`config.mk`:
```
export PLATFORM = sky130hd
export DESIGN_NAME = fetch_sequencer
export DESIGN_NICKNAME = d
export VERILOG_FILES = /design/src/rtl/fetch_sequencer.sv
export SDC_FILE = /design/constraint.sdc
export NUM_CORES = 1
export LEC_CHECK = 0
export CORE_MARGIN = 2
export CORE_UTILIZATION = 40
export CTS_CLUSTER_DIAMETER = 80
export CTS_CLUSTER_SIZE = 40
export DETAILED_ROUTE_END_ITERATION = 8
export PLACE_DENSITY = 0.69
export REMOVE_ABC_BUFFERS = 1
export SYNTH_ARGS = -nofsm -noshare
export SYNTH_HDL_FRONTEND = slang
export SYNTH_SLANG_ARGS = --single-unit
```
`constraint.sdc`:
```
create_clock -name clk -period 1.6 [get_ports clk]
set_input_delay 0.24 -clock clk [delete_from_list [all_inputs] [get_ports clk]]
set_output_delay 0.24 -clock clk [all_outputs]
set_load 0.02 [all_outputs]
```
`src/rtl/fetch_sequencer.sv`:
```
// Program counter and fetch controller for the two-stage instruction memory.
// Optional retired-instruction counter enabled by defining FETCH_SEQ_COUNT_EN.
module fetch_sequencer #(
    parameter int unsigned          ADDR_W   = 8,
    parameter int unsigned          MEM_LAT  = 2,
    parameter logic [4:0]           HALT_OPC = 5'b11111,
    parameter logic [ADDR_W-1:0]    RESET_PC = '0
) (
    input  logic              clk,
    input  logic              Reset,
    input  logic              start,
    input  logic              stall,
    input  logic              branch_take,
    input  logic [ADDR_W-1:0] branch_target,
    input  logic [4:0]        opcode,
    output logic [ADDR_W-1:0] Address,
    output logic              instRead,
    output logic              inst_valid,
    output logic [ADDR_W-1:0] pc_out,
    output logic              halted,
`ifdef FETCH_SEQ_COUNT_EN
    output logic [15:0]       retired_count,
`endif
    output logic              busy
);

    localparam int unsigned CNT_W = 3;

    typedef enum logic [2:0] {
        IDLE  = 3'd0,
        ISSUE = 3'd1,
        WAIT  = 3'd2,
        VALID = 3'd3,
        HALT  = 3'd4
    } state_t;

    state_t             state, state_n;
    logic [ADDR_W-1:0]  pc_n;
    logic [ADDR_W-1:0]  pc_out_n;
    logic [CNT_W-1:0]   cnt, cnt_n;
    logic               accept;

`ifdef FETCH_SEQ_COUNT_EN
    logic [15:0]        retired_n;
`endif

    // Next state, next PC and wait-counter update
    always_comb begin
        state_n  = state;
        pc_n     = Address;
        cnt_n    = cnt;
        pc_out_n = pc_out;
        accept   = 1'b0;
        case (state)
            IDLE: begin
                if (start) begin
                    pc_n    = RESET_PC;
                    state_n = ISSUE;
                end
            end
            ISSUE: begin
                cnt_n   = CNT_W'(MEM_LAT - 1);
                state_n = (MEM_LAT == 1) ? VALID : WAIT;
            end
            WAIT: begin
                cnt_n = cnt - CNT_W'(1);
                if (cnt <= CNT_W'(1)) begin
                    state_n = VALID;
                end
            end
            VALID: begin
                if (!stall) begin
                    accept = 1'b1;
                    if (opcode == HALT_OPC) begin
                        state_n = HALT;
                    end else if (branch_take) begin
                        pc_n    = branch_target;
                        state_n = ISSUE;
                    end else begin
                        pc_n    = Address + ADDR_W'(1);
                        state_n = ISSUE;
                    end
                end
            end
            HALT: begin
                if (start) begin
                    pc_n    = RESET_PC;
                    state_n = ISSUE;
                end
            end
            default: state_n = IDLE;
        endcase
        if (state_n == VALID) begin
            pc_out_n = pc_n;
        end
    end

`ifdef FETCH_SEQ_COUNT_EN
    // Saturating retire counter; cleared on restart out of HALT
    always_comb begin
        retired_n = retired_count;
        if (accept && (retired_count != 16'hFFFF)) begin
            retired_n = retired_count + 16'd1;
        end else if ((state == HALT) && start) begin
            retired_n = '0;
        end
    end

    always_ff @(posedge clk or negedge Reset) begin
        if (!Reset) begin
            retired_count <= '0;
        end else begin
            retired_count <= retired_n;
        end
    end
`endif

    // State register with all outputs derived from the next state
    always_ff @(posedge clk or negedge Reset) begin
        if (!Reset) begin
            state      <= IDLE;
            Address    <= RESET_PC;
            pc_out     <= RESET_PC;
            cnt        <= '0;
            instRead   <= 1'b0;
            inst_valid <= 1'b0;
            halted     <= 1'b0;
            busy       <= 1'b0;
        end else begin
            state      <= state_n;
            Address    <= pc_n;
            pc_out     <= pc_out_n;
            cnt        <= cnt_n;
            instRead   <= (state_n == ISSUE);
            inst_valid <= (state_n == VALID);
            halted     <= (state_n == HALT);
            busy       <= (state_n == ISSUE) || (state_n == WAIT) || (state_n == VALID);
        end
    end

endmodule

```
# After elaboration in Yosys (flattened, before gate mapping)
# Cells that the tools add are included.
[totals] word_cells=36 out_inout_bits=20 regBits=26
[op_classes] n_eq_ne=9 n_addsub=2 n_mux=11 reduce_logical=5 order_cmp=1
[ops] operator="$mux 8" n=4
[ops] operator="$pmux 8 s2" n=1
[ops] operator="$eq 3x2->1 const B" n=4
[ops] operator="$mux 3" n=4
[ops] operator="$pmux 3 s4" n=1
[ops] operator="$add 8x1->8 const B" n=1
[ops] operator="$eq 3x1->1 const B" n=2
[ops] operator="$eq 3x3->1 const B" n=2
[ops] operator="$pmux 3 s2" n=1
[ops] operator="$eq 5x5->1 const B" n=1
[ops] operator="$le 3x1->1 const B" n=1
[ops] operator="$logic_not 3->1" n=1
[ops] operator="$sub 3x1->3 const B" n=1
[ops] operator="$logic_or 1x1->1" n=2
[ops] operator="$reduce_bool 2->1" n=1
[ops] operator="$reduce_or 2->1" n=1

# Depth between registers and ports, before layout
# Gate-level depths: netlist (run 1).
[logic_depth] word_depth=7 ltp_mapped=7

# Worst setup path before layout (run 1)
# OpenSTA, ideal clock, no wires.
[synth_path] kind="flip-flop to flip-flop" from="register state[2]" to="register pc_out[2]" setup_ns=0.125 path_slack_ns=-0.086 path_stages_with_launch=7 period_less_slack_ns=1.686 arrival_ns=1.561 path_buffers=2 path_cell_list="dfrtp_1 buf_6 nand3b_4 a31o_2 a31oi_4 buf_6 mux2_4"
[synth_between] elab_chain_cells=4
[synth_rtl] item="start: declaration" line_no="37" text="state_t state, state_n;"
[synth_rtl] item="start signal: assignment" line_no="130" text="state <= state_n;"
[synth_rtl] item="$eq 3x3->1 / $logic_not 3->1 (equally long branches)" line_no="54" text="case (state)"
[synth_rtl] item="$reduce_or 2->1 (no source line)"
[synth_rtl] item="$pmux 3 s4" line_no="54"
[synth_rtl] item="$eq 3x2->1" line_no="93" text="if (state_n == VALID) begin"
[synth_rtl] item="end signal: assignment" line_no="132" text="pc_out <= pc_out_n;"
[synth_rtl] item="end: declaration" line_no="19" text="output logic [ADDR_W-1:0] pc_out,"
# Parallel ways exist; a longest one is shown, timed or not.
# A chain may end at the register's enable or synchronous reset.

# Worst setup path in the final report (run 1)
[layout_path] from="register state[2]" to="register pc_out[0]"
# Same word-level chain as after synthesis.

==> results.toml, run 1 <==
[drt]
wire_per_inst_um = 14.2
met1_length_mm = 1.57
highest_layer = "met4"
routed_wl_mm = 3.64
drt-pass1-iter-count = 4
drcViolationCount = 0
num_vias = 1344
drt_iter0_markers = 56
vias_per_cell = 5.23
wl_met2_mm = 1.87
met3WireLength_um = 176
antenna_left = 0

[setup_path]
regToRegSetupSlack_ns = -0.07
crit_path_start_kind = "flop"
reg2reg_depth = 5
endpoint_kind = "flop"
path_delay_family = "flip-flops"
cp_cell_sequence = "nand3b_4 -> a31o_4 -> a31oi_4 -> buf_12 -> mux2_4"
cp_max_fo = 7
crit_arrival_ns = 1.82
crit_cells = 5
crit_required_ns = 1.76
setup.worst_path.class = "flop to flop"
slowest_stage = "dfrtp_2"
max_stage_delay_ns = 0.47
crit_buf_inv = 1

[final_layout]
multi_input_area_um2 = 758
fillers = 294
regArea_um2 = 653
final_nets = 231
layout-drive-gt1-share_pct = 31.6
diodes = 0
utilization_pct = 61.8
area_delta_synth_final_pct = 51.8

[synth]
synth_top_area_cell = "dfrtp_1"
muxShareOfSynthArea_pct = 5.28
synth_common_cells = "dfrtp_1, a21oi_1, inv_1, nor2_1, nand2_1"
synth_edf_count = 0
syn_avg_cell_area_um2 = 10.6
syn_area_mm2 = 0.00147
synth_top_family_by_area = "compound AO/OA/AOI/OAI gates"
yosysMostFrequentCell = "dfrtp_1"
synth_compound_area_share_pct = 22.8
yosysWarningCount = 0
yosysTopAreaCellShare_pct = 44.3
synth_seq_cells = 26
synth_cell_types = 42
synthArstFlopShare_pct = 100
ys_seq_area_share_pct = 44.3
syn_inst = 138
ys.flop_type = "dfrtp_1"
synthAdderAreaFrac_pct = 2.56
synth.area.top_cells = "dfrtp_1, a21oi_1, buf_6, mux2_4, inv_1"
yosys.area_share.simple_pct = 17.3
synthXorXnorAreaFrac_pct = 1.19

[grt]
antenna_found_initial = 0
grt_max_degree = 27
grt_pass1_vias = 1445
grt_first_pass_wirelength_mm = 6.44
gr-total-overflow = 0
grtUsageTotal_pct = 19.6

[sta]
drv_slew = 0
layout_setup_ws_ns = -0.0689
slew_headroom_pct = 77.2
fin_skew_ns = 0.00222
finalCriticalPeriod_ns = 1.67
fmax_mhz = 599
fin_hold_ws_ns = 0.335
final.setup.tns_ns = -0.316
setup_violations = 7
hold_viol = 0
tightest_slew_ns = 0.341
finalCritPeriodShare_pct = 104
rsz0062_at_grt = "yes"

[power]
leakage_nw = 1.08
comb_power_share_pct = 63.9
p_seq_share_pct = 26.3
p_sw_mw = 1.67
p_int_mw = 2.60
vdd_drop_max_mv = 0.891
power.density_mw_per_mm2 = 1920
p_sw_share_pct = 39.0
clock_power_share_pct = 9.8

[placed_design]
gp_congestion = 0.872
hpwl_mm = 2.81
io_buffers = 37

[outcome]
violations = "setup timing"
outcome = "finished, violations left"

[clock_tree]
clk_path_buf_depth = 2
clock-sinks = 26
root_buffer = "clkbuf_8"
clk_pin_slew_ns = 0.09
cts_buffers = 3
cts-htree-levels = 1
clock_latency_ns = 0.26
cts_tree = "yes"

[floorplan]
start_util_pct = 40.7
dieArea_mm2 = 0.00417
num_rows = 22
dieHeight_um = 64.6
core_area_mm2 = 0.00361
die_w_um = 64.6
ios = 38

[job]
maxCapViolCount = 0

[min_path]
hp-class = "input pin to asynchronous set/reset pin"
-- metal layers --
layer  GRT usage (%)  vias up
met2            34.5       38
met1            24.6      659
li1                -      643
met3            3.65        4
met4            5.05        0
met5               0        -
-- kinds of logic after synthesis --
logic type | count (synthesis)
AO/OA/AOI/OAI | 41
XOR/XNOR | 2
adder cells (fa/ha/maj) | 3
buffers and inverters | 17
flip-flops | 26
multiplexers | 6
AND/OR/NAND/NOR | 43
-- power groups by stage --
stage / sequential (mW) / clock (mW) / combinational, mW
after CTS: 1.12 / 0.430 / 2.69
after global placement: 1.11 / 0 / 2.40
after detailed placement: 1.13 / 0 / 2.48
after floorplan: 1.37 / 0 / 1.05
after global routing: 1.16 / 0.463 / 2.96
final: 1.12 / 0.417 / 2.73
-- registers in the layout, summed over array words and instances, names as in the netlist --
name / count
halted: 1
pc_out: 8
state: 3
Address: 8
instRead: 1
cnt: 3
inst_valid: 1
busy: 1
-- cells in the final DEF, fill, tap and decap left out, drive strengths merged, types with 2 or more instances in the layout --
cell type / instances
buf: 36
clkdlybuf4s50: 29
dfrtp: 26
a21oi: 13
inv: 11
nor2: 11
nand2: 9
nand3: 8
mux2: 5
dlygate4sd2: 5
o211ai: 5
clkbuf: 4
o21ai: 4
or4: 3
nor3: 3
ha: 3
dlymetal6s2s: 3
a31oi: 3
a21o: 2
and3: 2
a32o: 2
o2bb2ai: 2
xnor2: 2
nor2b: 2
o31ai: 2
o41ai: 2
-- worst reg2reg max path, cell delays in order (launching register included) --
cell and delay [ns]:
dfrtp_2 0.47, nand3b_4 0.18, a31o_4 0.23, a31oi_4 0.23
buf_12 0.15, mux2_4 0.30
-- metrics by stage --
step | cells | worst slack, ns | area [µm²] | power (mW)
after CTS | 256 | -0.0610 | 2190 | 4.24
final | 257 | -0.0689 | 2230 | 4.27
after floorplan | 132 | -0.126 | 1410 | 2.42
after global placement | 249 | -0.344 | 2080 | 3.51
after detailed placement | 249 | -0.373 | 2080 | 3.61
after global routing | 257 | -0.125 | 2230 | 4.58
-- cell type report --
class                      instances  share of cell area [%]
clock buffer                       4                    2.47
inverter                          11                    1.85
multi-input combinational         95                    34.0
sequential                        26                    29.3
tap                               48                    2.69
timing repair buffer              73                    29.7
-- timing repair --
item | 4_1_cts | 5_1_grt
resized for setup | 14 | 6
pin swaps | 3 | 1
buffers inserted | 3 | 1
hold buffers | 0 | 0
endpoints found under the setup margin | 15 | 12
-- path summary, 6_finish.rpt --
path	startpoint	end
min in group clk	pc_out[2]	pc_out[2]
worst min register to register	pc_out[2]	pc_out[2]
max in group asynchronous	Reset	state[1]
worst max register to register	state[2]	pc_out[0]
worst max-delay path	state[2]	pc_out[0]
worst min-delay path	Reset	Address[3]
Note: power is estimated with default switching activity, not from simulation.
==> run 2: changes to the inputs <==
--- a/constraint.sdc
+++ b/constraint.sdc
@@ -3,2 +3,2 @@
 set_output_delay 0.24 -clock clk [all_outputs]
-set_load 0.02 [all_outputs]
+set_load 0.01 [all_outputs]
==> results.toml, run 2 (synthesized netlist as in run 1, its figures left out) <==
[placed_design]
io_buffers = 37
placed_cell_area_mm2 = 0.00208
hpwl_mm = 2.71
gp_congestion = 0.875

[clock_tree]
cts_buffers = 3
cts-htree-levels = 1
root_buffer = "clkbuf_8"
clock_latency_ns = 0.27
clk_path_buf_depth = 2
clock-sinks = 26
cts_tree = "yes"
clk_pin_slew_ns = 0.09

[floorplan]
dieHeight_um = 64.6
start_util_pct = 40.7
dieArea_mm2 = 0.00417
die_w_um = 64.6
num_rows = 22
ios = 38
core_area_mm2 = 0.00361

[setup_path]
crit_path_start_kind = "flop"
regToRegSetupSlack_ns = -0.07
crit_arrival_ns = 1.83
endpoint_kind = "flop"
crit_required_ns = 1.77
setup.worst_path.class = "flop to flop"
cp_max_fo = 7

[final_layout]
regArea_um2 = 656
mostFrequentLayoutCell = "clkdlybuf4s50_1"
layout-drive-gt1-share_pct = 32.5
utilization_pct = 62.2
final_cell_mix = "clkdlybuf4s50_1, buf_4, dfrtp_1"
area_delta_synth_final_pct = 52.6
design_area_mm2 = 0.00224
diodes = 0
final_nets = 231
top_regs = "Address x8, pc_out x8"
multi_input_area_um2 = 764
fillers = 301

[sta]
setup_violations = 7
tightest_slew_ns = 0.345
rsz0062_at_grt = "yes"
hold_viol = 0
fmax_mhz = 599
slew_headroom_pct = 77.0
layout_setup_ws_ns = -0.0694
finalCritPeriodShare_pct = 104
drv_slew = 0
finalCriticalPeriod_ns = 1.67
fin_skew_ns = 0.00368

[drt]
drt_iter0_markers = 38
wire_per_inst_um = 14.3
antenna_left = 0
drt-pass1-iter-count = 4
drcViolationCount = 0
num_vias = 1337
routed_wl_mm = 3.67
vias_per_cell = 5.20

[grt]
grt_pass1_vias = 1398
grt_first_pass_wirelength_mm = 6.17
grt_max_degree = 27
gr-total-overflow = 0
antenna_found_initial = 0
grtUsageTotal_pct = 19.0

[power]
power.density_mw_per_mm2 = 1860
p_int_mw = 2.64
p_sw_share_pct = 36.7
comb_power_share_pct = 62.6
p_sw_mw = 1.53
vdd_drop_max_mv = 0.972
clock_power_share_pct = 10.3
p_seq_share_pct = 27.1
leakage_nw = 1.05

[min_path]
hp-class = "input pin to asynchronous set/reset pin"

[job]
maxCapViolCount = 0

[outcome]
violations = "setup timing"
outcome = "finished, violations left"
run 2: metal layers:
layer  up-vias  part of all wire [%]  global-route usage (%)
li1        645                     -                       -
met1       653                    43                    23.4
met2        34                    51                    33.5
met3         5                   5.3                    3.65
met4         0                   1.3                    6.12
met5         -                     0                       0
run 2: final timing paths:
path                                 from        end  cells after the start
worst max-delay path             state[2]  pc_out[0]                      5
max in group asynchronous           Reset   state[1]                      2
min in group clk                pc_out[2]  pc_out[2]                      1
worst max register to register   state[2]  pc_out[0]                      5
worst min register to register  pc_out[2]  pc_out[2]                      1
worst min-delay path                Reset  pc_out[3]                      2
run 2: worst max-delay path: stages, from the launching register on:
cell and delay, ns:
dfrtp_2 0.47, nand3b_4 0.18, a31o_4 0.23, a31oi_4 0.23, buf_12 0.15, mux2_4 0.29
run 2: final cells by class:
type / instances / area share [%]
Inverter: 11 / 1.84
Multi-Input combinational cell: 95 / 34.1
Sequential cell: 26 / 29.2
Timing Repair Buffer: 73 / 29.7
Tap cell: 48 / 2.68
Clock buffer: 4 / 2.46
run 2: power groups by stage:
stage                     clock [mW]  sequential [mW]  combinational [mW]
after floorplan                    0             1.23                1.05
after global placement             0             1.11                2.25
after detailed placement           0             1.13                2.32
after CTS                      0.427             1.12                2.53
after global routing           0.463             1.16                2.83
final                          0.429             1.13                2.61
run 2: timing repair:
action	in CTS	in global routing
pin swaps	3	2
hold endpoints to repair	0	0
gates resized for setup	7	11
setup endpoints to repair	11	14
hold buffers	0	0
setup buffers	2	2
run 2: stage by stage:
step / TNS, ns / cells / hold slack [ns] / worst slack, ns / total power [mW]
floorplan: -0.503 / 132 / -0.0556 / -0.126 / 2.28
global placement: -3.99 / 249 / 0.499 / -0.343 / 3.37
detailed placement: -4.42 / 249 / 0.497 / -0.379 / 3.45
CTS: -0.356 / 255 / 0.345 / -0.0574 / 4.07
global route: -0.836 / 257 / 0.360 / -0.121 / 4.46
finish: -0.321 / 257 / 0.330 / -0.0694 / 4.17
